===== src/rtl/stream_demux_reg.sv =====
// Registered 1-to-N_OUT stream demultiplexer with a one-entry valid/ready slot per output channel.
// Define DEMUX_STATS_EN to add saturating per-channel handshake counters and a drop counter.
module stream_demux_reg #(
    parameter int DATA_W  = 8,
    parameter int N_OUT   = 4,
    parameter int CNT_W   = 16,
    localparam int SEL_W  = $clog2(N_OUT)
) (
    input  logic                    clk,
    input  logic                    rst,
    input  logic                    en,
    input  logic                    in_valid,
    output logic                    in_ready,
    input  logic [SEL_W-1:0]        in_sel,
    input  logic [DATA_W-1:0]       in_data,
    output logic [N_OUT-1:0]        out_valid,
    input  logic [N_OUT-1:0]        out_ready,
    output logic [N_OUT*DATA_W-1:0] out_data,
    output logic                    err_drop
`ifdef DEMUX_STATS_EN
    ,
    output logic [N_OUT*CNT_W-1:0]  stat_cnt,
    output logic [CNT_W-1:0]        drop_cnt
`endif
);

    logic [N_OUT-1:0]        sel_hit;
    logic                    sel_oob;
    logic                    slot_blocked;
    logic                    accept;
    logic [N_OUT-1:0]        valid_d;
    logic [N_OUT-1:0]        valid_q;
    logic [N_OUT*DATA_W-1:0] data_d;
    logic [N_OUT*DATA_W-1:0] data_q;
    logic                    err_drop_d;
    logic                    err_drop_q;

    // One-hot decode; an out-of-range select hits no channel, so N_OUT need not be a power of two.
    always_comb begin
        sel_hit = '0;
        for (int k = 0; k < N_OUT; k++) begin
            sel_hit[k] = (32'(in_sel) == 32'(k));
        end
        sel_oob = (32'(in_sel) >= 32'(N_OUT));
    end

    // The selected slot only refuses a beat when it is full and its consumer is not draining it now.
    assign slot_blocked = |(sel_hit & valid_q & ~out_ready);
    assign in_ready     = en & (sel_oob | ~slot_blocked);
    assign accept       = in_valid & in_ready;

    always_comb begin
        valid_d    = valid_q;
        data_d     = data_q;
        err_drop_d = accept & sel_oob;
        for (int k = 0; k < N_OUT; k++) begin
            if (accept && sel_hit[k]) begin
                valid_d[k]                   = 1'b1;
                data_d[k*DATA_W +: DATA_W]   = in_data;
            end else if (out_ready[k]) begin
                valid_d[k]                   = 1'b0;
            end
        end
    end

    always_ff @(posedge clk) begin
        if (rst) begin
            valid_q    <= '0;
            data_q     <= '0;
            err_drop_q <= 1'b0;
        end else begin
            valid_q    <= valid_d;
            data_q     <= data_d;
            err_drop_q <= err_drop_d;
        end
    end

    assign out_valid = valid_q;
    assign out_data  = data_q;
    assign err_drop  = err_drop_q;

`ifdef DEMUX_STATS_EN
    logic [N_OUT*CNT_W-1:0] stat_d;
    logic [N_OUT*CNT_W-1:0] stat_q;
    logic [CNT_W-1:0]       drop_d;
    logic [CNT_W-1:0]       drop_q;
    logic [CNT_W-1:0]       cur_cnt;

    // Counters saturate at all-ones rather than wrapping.
    always_comb begin
        stat_d  = stat_q;
        drop_d  = drop_q;
        cur_cnt = '0;
        for (int k = 0; k < N_OUT; k++) begin
            cur_cnt = stat_q[k*CNT_W +: CNT_W];
            if (valid_q[k] && out_ready[k] && (cur_cnt != {CNT_W{1'b1}})) begin
                stat_d[k*CNT_W +: CNT_W] = cur_cnt + 1'b1;
            end
        end
        if (err_drop_q && (drop_q != {CNT_W{1'b1}})) begin
            drop_d = drop_q + 1'b1;
        end
    end

    always_ff @(posedge clk) begin
        if (rst) begin
            stat_q <= '0;
            drop_q <= '0;
        end else begin
            stat_q <= stat_d;
            drop_q <= drop_d;
        end
    end

    assign stat_cnt = stat_q;
    assign drop_cnt = drop_q;
`endif

endmodule

===== config.mk =====
export PLATFORM = sky130hd
export DESIGN_NAME = stream_demux_reg
export DESIGN_NICKNAME = d
export VERILOG_FILES = /design/src/rtl/stream_demux_reg.sv
export SDC_FILE = /design/constraint.sdc
export NUM_CORES = 1
export LEC_CHECK = 0
export ABC_CLOCK_PERIOD_IN_PS = 2700
export CAP_MARGIN = 20
export CORE_MARGIN = 1
export CORE_UTILIZATION = 46
export DETAILED_ROUTE_END_ITERATION = 8
export PLACE_DENSITY = 0.83
export SLEW_MARGIN = 20
export SYNTH_ARGS = -nofsm -noshare
export SYNTH_HDL_FRONTEND = slang
export SYNTH_SLANG_ARGS = --single-unit

===== constraint.sdc =====
create_clock -name clk -period 2.7 [get_ports clk]
set_input_delay 0.54 -clock clk [delete_from_list [all_inputs] [get_ports clk]]
set_output_delay 0.54 -clock clk [all_outputs]
set_load 0.005 [all_outputs]

==> flow_summary.toml, run 1 <==
[hold_path]
hold_depth = 2
min_path_type = "reg2reg"
hp-start = "out_data[15]"

[critical_path]
worstReg2RegStart = "out_valid[0]"
worst_path_max_delay_cell = "mux4_2"
path_class = "in2out"
crit_start = "out_ready[2]"
worstSetupStartpointType = "input port"
slowest_delay_ns = 0.46
endpoint_kind = "output port"
crit_chain = "clkdlybuf4s50_1 -> nand2b_4 -> mux4_2 -> and2_1 -> dlygate4sd2_1"
cp.required_ns = 2.16
cp_data_arrival_time_ns = 1.97
cp_max_fo = 2
r2r_cells = 4

[cts]
cts-buffers-inserted = 5
clk_pin_slew_ns = 0.12
postCtsSetupBuffers = 0
cts_root_buf = "clkbuf_4"
clock_path_buffers = 2
cts.htree.levels = 2
cts_tree = "done"
clk_latency_ns = 0.34
cts.sinks = 36

[finish]
nNetsFinal = 214
final_common_cell = "clkdlybuf4s50_1"
nFillCells = 231
mostFrequentLayoutCells = "53 x clkdlybuf4s50_1, 43 x nand2b_1, 36 x dfxtp_1"
syn_to_final_growth_pct = 46.0
layout-drive-gt1-share_pct = 9.64
num_antenna_cells = 0

[placed_design]
numPortBuffers = 54
gp_congestion = 0.794
pre_cts_ws_ns = -0.0211
hpwl_mm = 2.35

[floorplan]
start_util_pct = 48.3
core_area_um2 = 3030
ios = 56
die_x_um = 58.4
placementRows = 20
die_y_um = 58.4
dieArea_um2 = 3410

[synthesis]
synth_nets = 154
avgSynthCellArea_um2 = 10.8
yosysSeqAreaShare_pct = 49.3
syn_inst = 136
yosysWarnings = 0
yosys.cell_types.count = 15
netlist_area_um2 = 1460
ys_ff_latch = 36

[power]
powerDensity_nw_per_um2 = 440
leakagePower_nw = 0.924
combPwrFrac_pct = 11.6
p_int_mw = 0.712
p_total_mw = 0.940
pwr-share-clk_pct = 30.0
netSwitchingFraction_pct = 24.2
p_seq_share_pct = 58.5
p_switching_mw = 0.228
ir_drop_mv = 0.400

[route]
drt_pre_antenna_iters = 4
drtIter0Drc = 36
drc = 0
vias = 1179
vias_per_cell = 4.89
final_antenna_net_count = 0
routed_wl_mm = 3.23
detail_route.wl_per_cell_um = 13.4

[timing]
grt_setup_unrepaired = "false"
finalCritPeriodShare_pct = 92.9
maxSlewHeadroom_pct = 59.4
timing.fmax_ghz = 0.399
worst_clock_skew_ns = 0.0122
finalCriticalPeriod_ns = 2.51
setup_viol = 0
final_hold_viol_count = 0
drv_slew = 0
layout_setup_ws_ns = 0.191
tightest_slew_ns = 0.608

[global_route]
grtUsageTotal_pct = 20.6
grt_pass1_vias = 1195
grt_antenna_before_repair = 0
grt_max_degree = 45
grt_pass1_wl_mm = 5.23
overflow = 0

[flow_run]
drv_cap = 0

[outcome]
status = "complete, no violations"
==> final cells by class <==
type | count | area [um2] | area share (%)
repair buffers | 61 | 592 | 27.7
inverters | 1 | 3.75 | 0.176
clock inverters | 3 | 18.8 | 0.879
clock buffers | 5 | 37.5 | 1.76
flip-flops and latches | 36 | 721 | 33.7
well taps | 44 | 55.1 | 2.58
multi-input cells | 91 | 708 | 33.2
==> power groups by stage <==
stage	Clock [mW]	Sequential [mW]	Combinational [mW]
6_report	0.282	0.549	0.109
5_1_grt	0.309	0.551	0.118
4_1_cts	0.293	0.550	0.110
3_5_place_dp	0	0.561	0.109
3_3_place_gp	0	0.561	0.107
2_1_floorplan	0	0.562	0.0460
==> state kept, by name, indices dropped and copies added (netlist names) <==
name       flops
out_data      32
out_valid      4
==> layer usage <==
| layer | track usage (%) | part of all wire [%] | routed length (um) |
|---|---|---|---|
| met2 | 35.3 | 47 | 1530 |
| met3 | 6.81 | 7.5 | 242 |
| met5 | 0 | 0 | 0 |
| met4 | 9.52 | 2.0 | 63 |
| met1 | 23.2 | 43 | 1390 |
==> timing repair <==
action,in CTS,in global routing
setup endpoints to repair,1,0
resized for setup,2,0
hold buffers,0,0
==> cells by family after synthesis <==
kind of cell	after synthesis	synth area share, %
buffers and inverters	9	2.82
AND/OR/NAND/NOR	53	22.8
multiplexers	33	23.4
other	1	0.256
flip-flops	36	49.3
AO/OA/AOI/OAI	4	1.37
==> stage by stage <==
| step | instances | utilization (%) | hold slack, ns | setup TNS (ns) | instance area [um2] |
|---|---|---|---|---|---|
| 5_1_grt | 241 | 70.5 | 0.505 | 0 | 2140 |
| 6_report | 241 | 70.5 | 0.482 | 0 | 2140 |
| 2_1_floorplan | 136 | - | 0.465 | 0 | 1460 |
| 3_5_place_dp | 233 | 68.5 | 0.467 | -0.0211 | 2070 |
| 4_1_cts | 241 | 70.5 | 0.486 | 0 | 2140 |
| 3_3_place_gp | 233 | 68.5 | 0.462 | 0 | 2070 |
==> synthesized netlist by cell type <==
master | count | area [um2]
dfxtp_1 | 36 | 721
and3b_1 | 1 | 8.76
inv_2 | 1 | 3.75
buf_4 | 1 | 7.51
conb_1 | 1 | 3.75
and3_1 | 3 | 18.8
clkbuf_1 | 4 | 15.0
nand3_2 | 1 | 10.0
nand3_1 | 3 | 15.0
nand2b_1 | 44 | 275
buf_2 | 3 | 15.0
mux4_2 | 1 | 22.5
and2_1 | 1 | 6.26
mux2i_1 | 32 | 320
a21oi_1 | 4 | 20.0
==> path summary, 6_finish.rpt <==
check	slack (ns)	endpoint
setup / recovery	0.19	in_ready
hold / removal	0.48	out_data[15]
setup reg to reg	1.32	out_data[6]
hold reg to reg	0.48	out_data[15]
==> critical path: cells and delay by family <==
family / cells / cell delay [ns]
buffers and inverters: 2 / 0.66
multiplexers: 1 / 0.46
AND/OR/NAND/NOR: 2 / 0.30
Power figures use the tool's default switching activity.
==> inputs of run 2 (changes only) <==
Settings changed: CORE_UTILIZATION 46 to 35, DONT_BUFFER_PORTS from default to 1, PLACE_DENSITY 0.83 to default.
==> run 2 against run 1 <==
Net effect:
- die area grew 30%
- combinational power down 57%
- design area fell by 26%
- clock-buffer cell count increased by 1
- maximum frequency grew 28%
- largest cell class unchanged
==> flow_summary.toml, run 2 (synthesis results as in run 1) <==
[outcome]
status = "complete, no violations"

[route]
drc = 0
final_antenna_net_count = 0
drt_pre_antenna_iters = 4
detail_route.wl_per_cell_um = 16.1
vias = 938
vias_per_cell = 5.04
drtIter0Drc = 40
routed_wl_mm = 3.00

[cts]
cts_root_buf = "clkbuf_8"
cts.htree.levels = 2
cts_tree = "done"
cts.sinks = 36
clock_path_buffers = 2
clk_latency_ns = 0.29
clk_pin_slew_ns = 0.08
postCtsHoldBufs = 0
cts-buffers-inserted = 5
postCtsSetupBuffers = 0
ctsResizeCount = 0

[power]
p_total_mw = 0.997
powerDensity_nw_per_um2 = 629
ir_drop_mv = 0.231
leakagePower_nw = 0.701

[critical_path]
slowest_delay_ns = 0.47
r2r_slack_ns = 1.37
reg2reg_to = "out_data[24]"
crit_buf_inv = 0
worstSetupStartpointType = "flop"
crit_chain = "nand2b_1 -> mux4_2 -> and2_1"
crit_start = "out_valid[1]"
worst_path_max_delay_cell = "mux4_2"
cp.required_ns = 2.16
crit_cells = 3
r2r_cells = 3
cp_max_fo = 4
endpoint_kind = "output port"
cp_data_arrival_time_ns = 1.42
path_class = "reg2out"
critPathTopFamily = "multiplexers"
worstReg2RegStart = "out_valid[3]"
endpoint = "in_ready"

[placed_design]
numPortBuffers = 0
gp_congestion = 0.623
hpwl_mm = 2.08
place_area_um2 = 1490

[global_route]
grt_antenna_before_repair = 0
grt_max_degree = 45
grtUsageTotal_pct = 14.8
grt_pass1_wl_mm = 4.71
grt_pass1_vias = 996
overflow = 0

[finish]
layout-drive-gt1-share_pct = 8.09
largest_reg_flops = 32
nNetsFinal = 153
seq_area_um2 = 721
design_area_um2 = 1590
mostFrequentLayoutCells = "44 x nand2b_1, 36 x dfxtp_1, 32 x mux2i_1"
final_common_cell = "nand2b_1"
final_util_pct = 39.6
num_antenna_cells = 0
nFillCells = 399
syn_to_final_growth_pct = 8.38
multi_input_area_um2 = 701

[timing]
maxSlewHeadroom_pct = 57.0
final_hold_viol_count = 0
timing.fmax_ghz = 0.509
finalCriticalPeriod_ns = 1.96
worst_clock_skew_ns = 0.00931
setup_viol = 0
fin_setup_tns_ns = 0
finalCritPeriodShare_pct = 72.7
tightest_slew_ns = 0.643
grt_setup_unrepaired = "false"
drv_slew = 0

[floorplan]
die_x_um = 66.6
ios = 56
placementRows = 23
core_area_um2 = 4000
dieArea_um2 = 4440
start_util_pct = 36.6
die_y_um = 66.6

[flow_run]
drv_cap = 0

[hold_path]
min_path_type = "in2reg"
[run 2: metrics by stage]
| step | hold WS [ns] | std cells | setup slack (ns) |
|---|---|---|---|
| 2_1_floorplan | 0.465 | 136 | 0.841 |
| 3_3_place_gp | 0.479 | 178 | 0.812 |
| 3_5_place_dp | 0.482 | 178 | 0.781 |
| 4_1_cts | 0.300 | 186 | 0.718 |
| 5_1_grt | 0.305 | 186 | 0.658 |
| 6_report | 0.319 | 186 | 0.736 |
[run 2: how the worst min path moves through the flow]
stage / startpoint / endpoint / slack (ns) / depth (start not counted)
final: rst / out_valid[3] / 0.32 / 1
after global routing: rst / out_valid[1] / 0.30 / 1
after CTS: rst / out_valid[3] / 0.30 / 1
after detailed placement: out_data[20] / out_data[20] / 0.48 / 2
after global placement: out_data[22] / out_data[22] / 0.48 / 2
after floorplan: out_data[18] / out_data[18] / 0.46 / 2
[run 2: cell type report]
class                           instances  share of cell area, %
Clock inverter                          2                  0.947
Clock buffer                            6                   5.21
Inverter                                1                  0.237
Multi-Input combinational cell         91                   44.2
Sequential cell                        36                   45.5
Tap cell                               50                   3.95
[run 2: report_power, final]
group / internal (mW) / total, mW / leakage (nW) / switching [mW]
logic: 0.0251 / 0.0468 / 0.366 / 0.0217
clock network: 0.206 / 0.399 / 0.0434 / 0.192
registers: 0.543 / 0.552 / 0.291 / 0.00896
[run 2: per-layer routing]
| metal | up-vias | track usage, % | wire [um] |
|---|---|---|---|
| met5 | - | 0 | 0 |
| met4 | 0 | 7.98 | 46 |
| met3 | 6 | 5.65 | 230 |
| met2 | 37 | 24.5 | 1510 |
| met1 | 446 | 16.3 | 1220 |
| li1 | 449 | - | - |
==> patch (settings of run 2) <==
The parameter `N_OUT` goes from 4 to 8.
--- a/src/rtl/stream_demux_reg.sv
+++ b/src/rtl/stream_demux_reg.sv
@@ -2,7 +2,7 @@
 // Define DEMUX_STATS_EN to add saturating per-channel handshake counters and a drop counter.
 module stream_demux_reg #(
     parameter int DATA_W  = 8,
-    parameter int N_OUT   = 4,
+    parameter int N_OUT   = 8,
     parameter int CNT_W   = 16,
     localparam int SEL_W  = $clog2(N_OUT)
 ) (
Interface: changed (resized in_sel, out_data, out_ready and out_valid); port bits go from 56 to 97. No check against the original RTL was run, so the function may have changed too.
==> patch against run 2 <==
Setup slack lost 0.087 ns. Count of clock-buffer cells in the layout grew 4. Synthesized cell count grew 100%. Area after synthesis grew 90%. Cell area grew 88%. Non-clock buffer count grew 3. Core utilization shrank 0.80 points. Die area grew 87%. Wire length grew 120%. Sequential cell count grew 36. Global-route usage grew 2.1 points. Total power grew 110%.
==> patch: results (changes against run 2) <==
- The flow ran to the end, and the final reports show no timing, DRC or antenna violations.
- The tree is rooted in a sky130_fd_sc_hd__clkbuf_8.
- The post-detailed-route wirelength per cell is 17.9 µm (+11%).
- The average footprint of a synthesized cell is 10.2 µm² (-5.4%).
- The count of cell types in the netlist was 23 (+8).
- The worst-skew pair later-pin latency is 0.34 ns (+0.05 ns).
- The number of violations of the max-capacitance limit came to 0 (unchanged).
- The post-CTS repair timing setup buffer count is 0 (unchanged).
- The number of placed instances with taps included is 353 (+98%).
- The number of buffers created by CTS is 9 (+4).
- The worst slack at placement is 0.739 ns (-0.0412 ns).
- The final setup skew was 0.0107 ns (+0.00137 ns).
- The slew of the pin with the lowest slew margin is 0.732 ns (+0.0891 ns).
- The placer's final routability congestion estimate is 0.711 (+14%).
- The wire length of the first global-routing pass was 10.4 mm (+120%).
- The worst-case register-to-register setup slack is 1.24 ns (-0.13 ns).
- In the synthesized netlist the dominant register cell turns out to be sky130_fd_sc_hd__dfxtp_1.
- The HPWL after detailed placement is 4.29 mm (+110%).
- The total number of vias is 1794 (+91%).
- The fraction of registers with async set or reset after synthesis was 0% (unchanged).
- The antenna cell count is 0 (unchanged).
- The total routed wirelength came to 6.59 mm (+120%).
- The data arrival time of the critical path is 1.51 ns (+0.09 ns).
- The largest driver fanout on the critical path is 3 (-1).
- The clock edge transition at the registers on the reported setup and hold paths came to 0.08 ns (about the same).
- The flip-flop count of the largest register, all copies and words added came to 64 (+100%).
- The layout filler cell count is 780 (+95%).
- The largest individual stage delay along the critical path comes from the cell sky130_fd_sc_hd__mux4_1.
- The class of the tightest hold or removal check is input pin to flip-flop.
- The layout net count is 285 (+86%).
- The initial antenna violation count is 0 (unchanged).
- The number of global-route vias before repair came to 1914 (+92%).
- After synthesis, the most frequently instantiated cells are sky130_fd_sc_hd__dfxtp_1 (72), sky130_fd_sc_hd__nor2_1 (71), sky130_fd_sc_hd__mux2i_1 (64), sky130_fd_sc_hd__buf_4 (12).
- The CTS H-tree depth is 3 (+1).
- The total iterations of the first detailed-routing run came to 4 (unchanged).
- The hold slack was 0.258 ns (-0.0610 ns).
- By area the synthesized netlist is led by sky130_fd_sc_hd__dfxtp_1 (52%), sky130_fd_sc_hd__mux2i_1 (23%), sky130_fd_sc_hd__nor2_1 (9.6%).
- The total global-route track usage is 17.0% (+2.1 points).
- The static power due to leakage was 1.15 nW (+64%).
- The synthesis warning total was 0 (unchanged).
- The first-iteration detailed-routing DRC count was 69 (+73%).
- The net count after synthesis is 296 (+92%).
- The stage delay of the slowest cell on the critical path is 0.50 ns (+0.03 ns).
- The clock tree buffer depth is 2 (unchanged).
- The number of I/O port buffers came to 0 (unchanged).
- The maximum vdd ir drop came to 0.000283 V (+22%).
- The pin count of the biggest net entering global routing was 73 (+62%).
- The sequential element share of the synthesized area is 51.9% (+2.6 points).
- The share of cells above drive strength 1 came to 9.02% (+0.93 points).
- The fraction of the cycle the final worst path needs is 75.9% (+3.2 points).
- The kind of cell with the highest combined delay along the critical path is multiplexers.
- The number of resized instances in the post-cts repair step is 0 (unchanged).
patch: layout make-up:
type / instances / area [µm²] / area share [%]
clock buffers: 10 / 138 / 4.61
clock inverters: 5 / 81.3 / 2.72
inverters: 4 / 15.0 / 0.503
multi-input cells: 172 / 1160 / 38.9
flip-flops and latches: 72 / 1440 / 48.3
well taps: 102 / 128 / 4.27
repair buffers: 3 / 22.5 / 0.754
patch: cells by family after synthesis:
family,share of synthesized area (%)
AOI/OAI and AO/OA,1.08
muxes,24.4
DFF,51.9
and+or+nand+nor,15.8
other,0.135
buffers and inverters,6.67
patch: metrics by stage:
stage	power, mW	instance area, µm²
after CTS	2.11	2990
after floorplan	1.18	2780
final	2.07	2990
after global placement	1.16	2770
after detailed placement	1.16	2770
after global routing	2.17	2990
patch: worst register-to-register path: cells and delay by family (launching register included):
family | cells | cell delay, ns
and+or+nand+nor | 3 | 0.70
muxes | 1 | 0.33
DFF | 1 | 0.32
patch: final timing paths:
kind	startpoint	cells past startpoint	endpoint
min	rst	1	out_data[54]
max reg2reg	out_valid[2]	4	out_data[22]
min reg2reg	out_data[63]	2	out_data[63]
max	out_valid[4]	4	in_ready
patch: power breakdown:
part	switching, mW	leakage (nW)	internal [mW]
registers	0.0110	0.581	1.08
clock network	0.398	0.108	0.540
logic	0.0238	0.460	0.0263
total	0.433	1.15	1.64
patch: routing by layer:
| layer | up-vias | global-route usage, % | part of all wire, % |
|---|---|---|---|
| met4 | 0 | 6.35 | 1.5 |
| met3 | 9 | 7.45 | 9.2 |
| met5 | - | 0 | 0 |
| met2 | 83 | 27.2 | 46 |
| met1 | 836 | 20.0 | 44 |
| li1 | 866 | - | - |
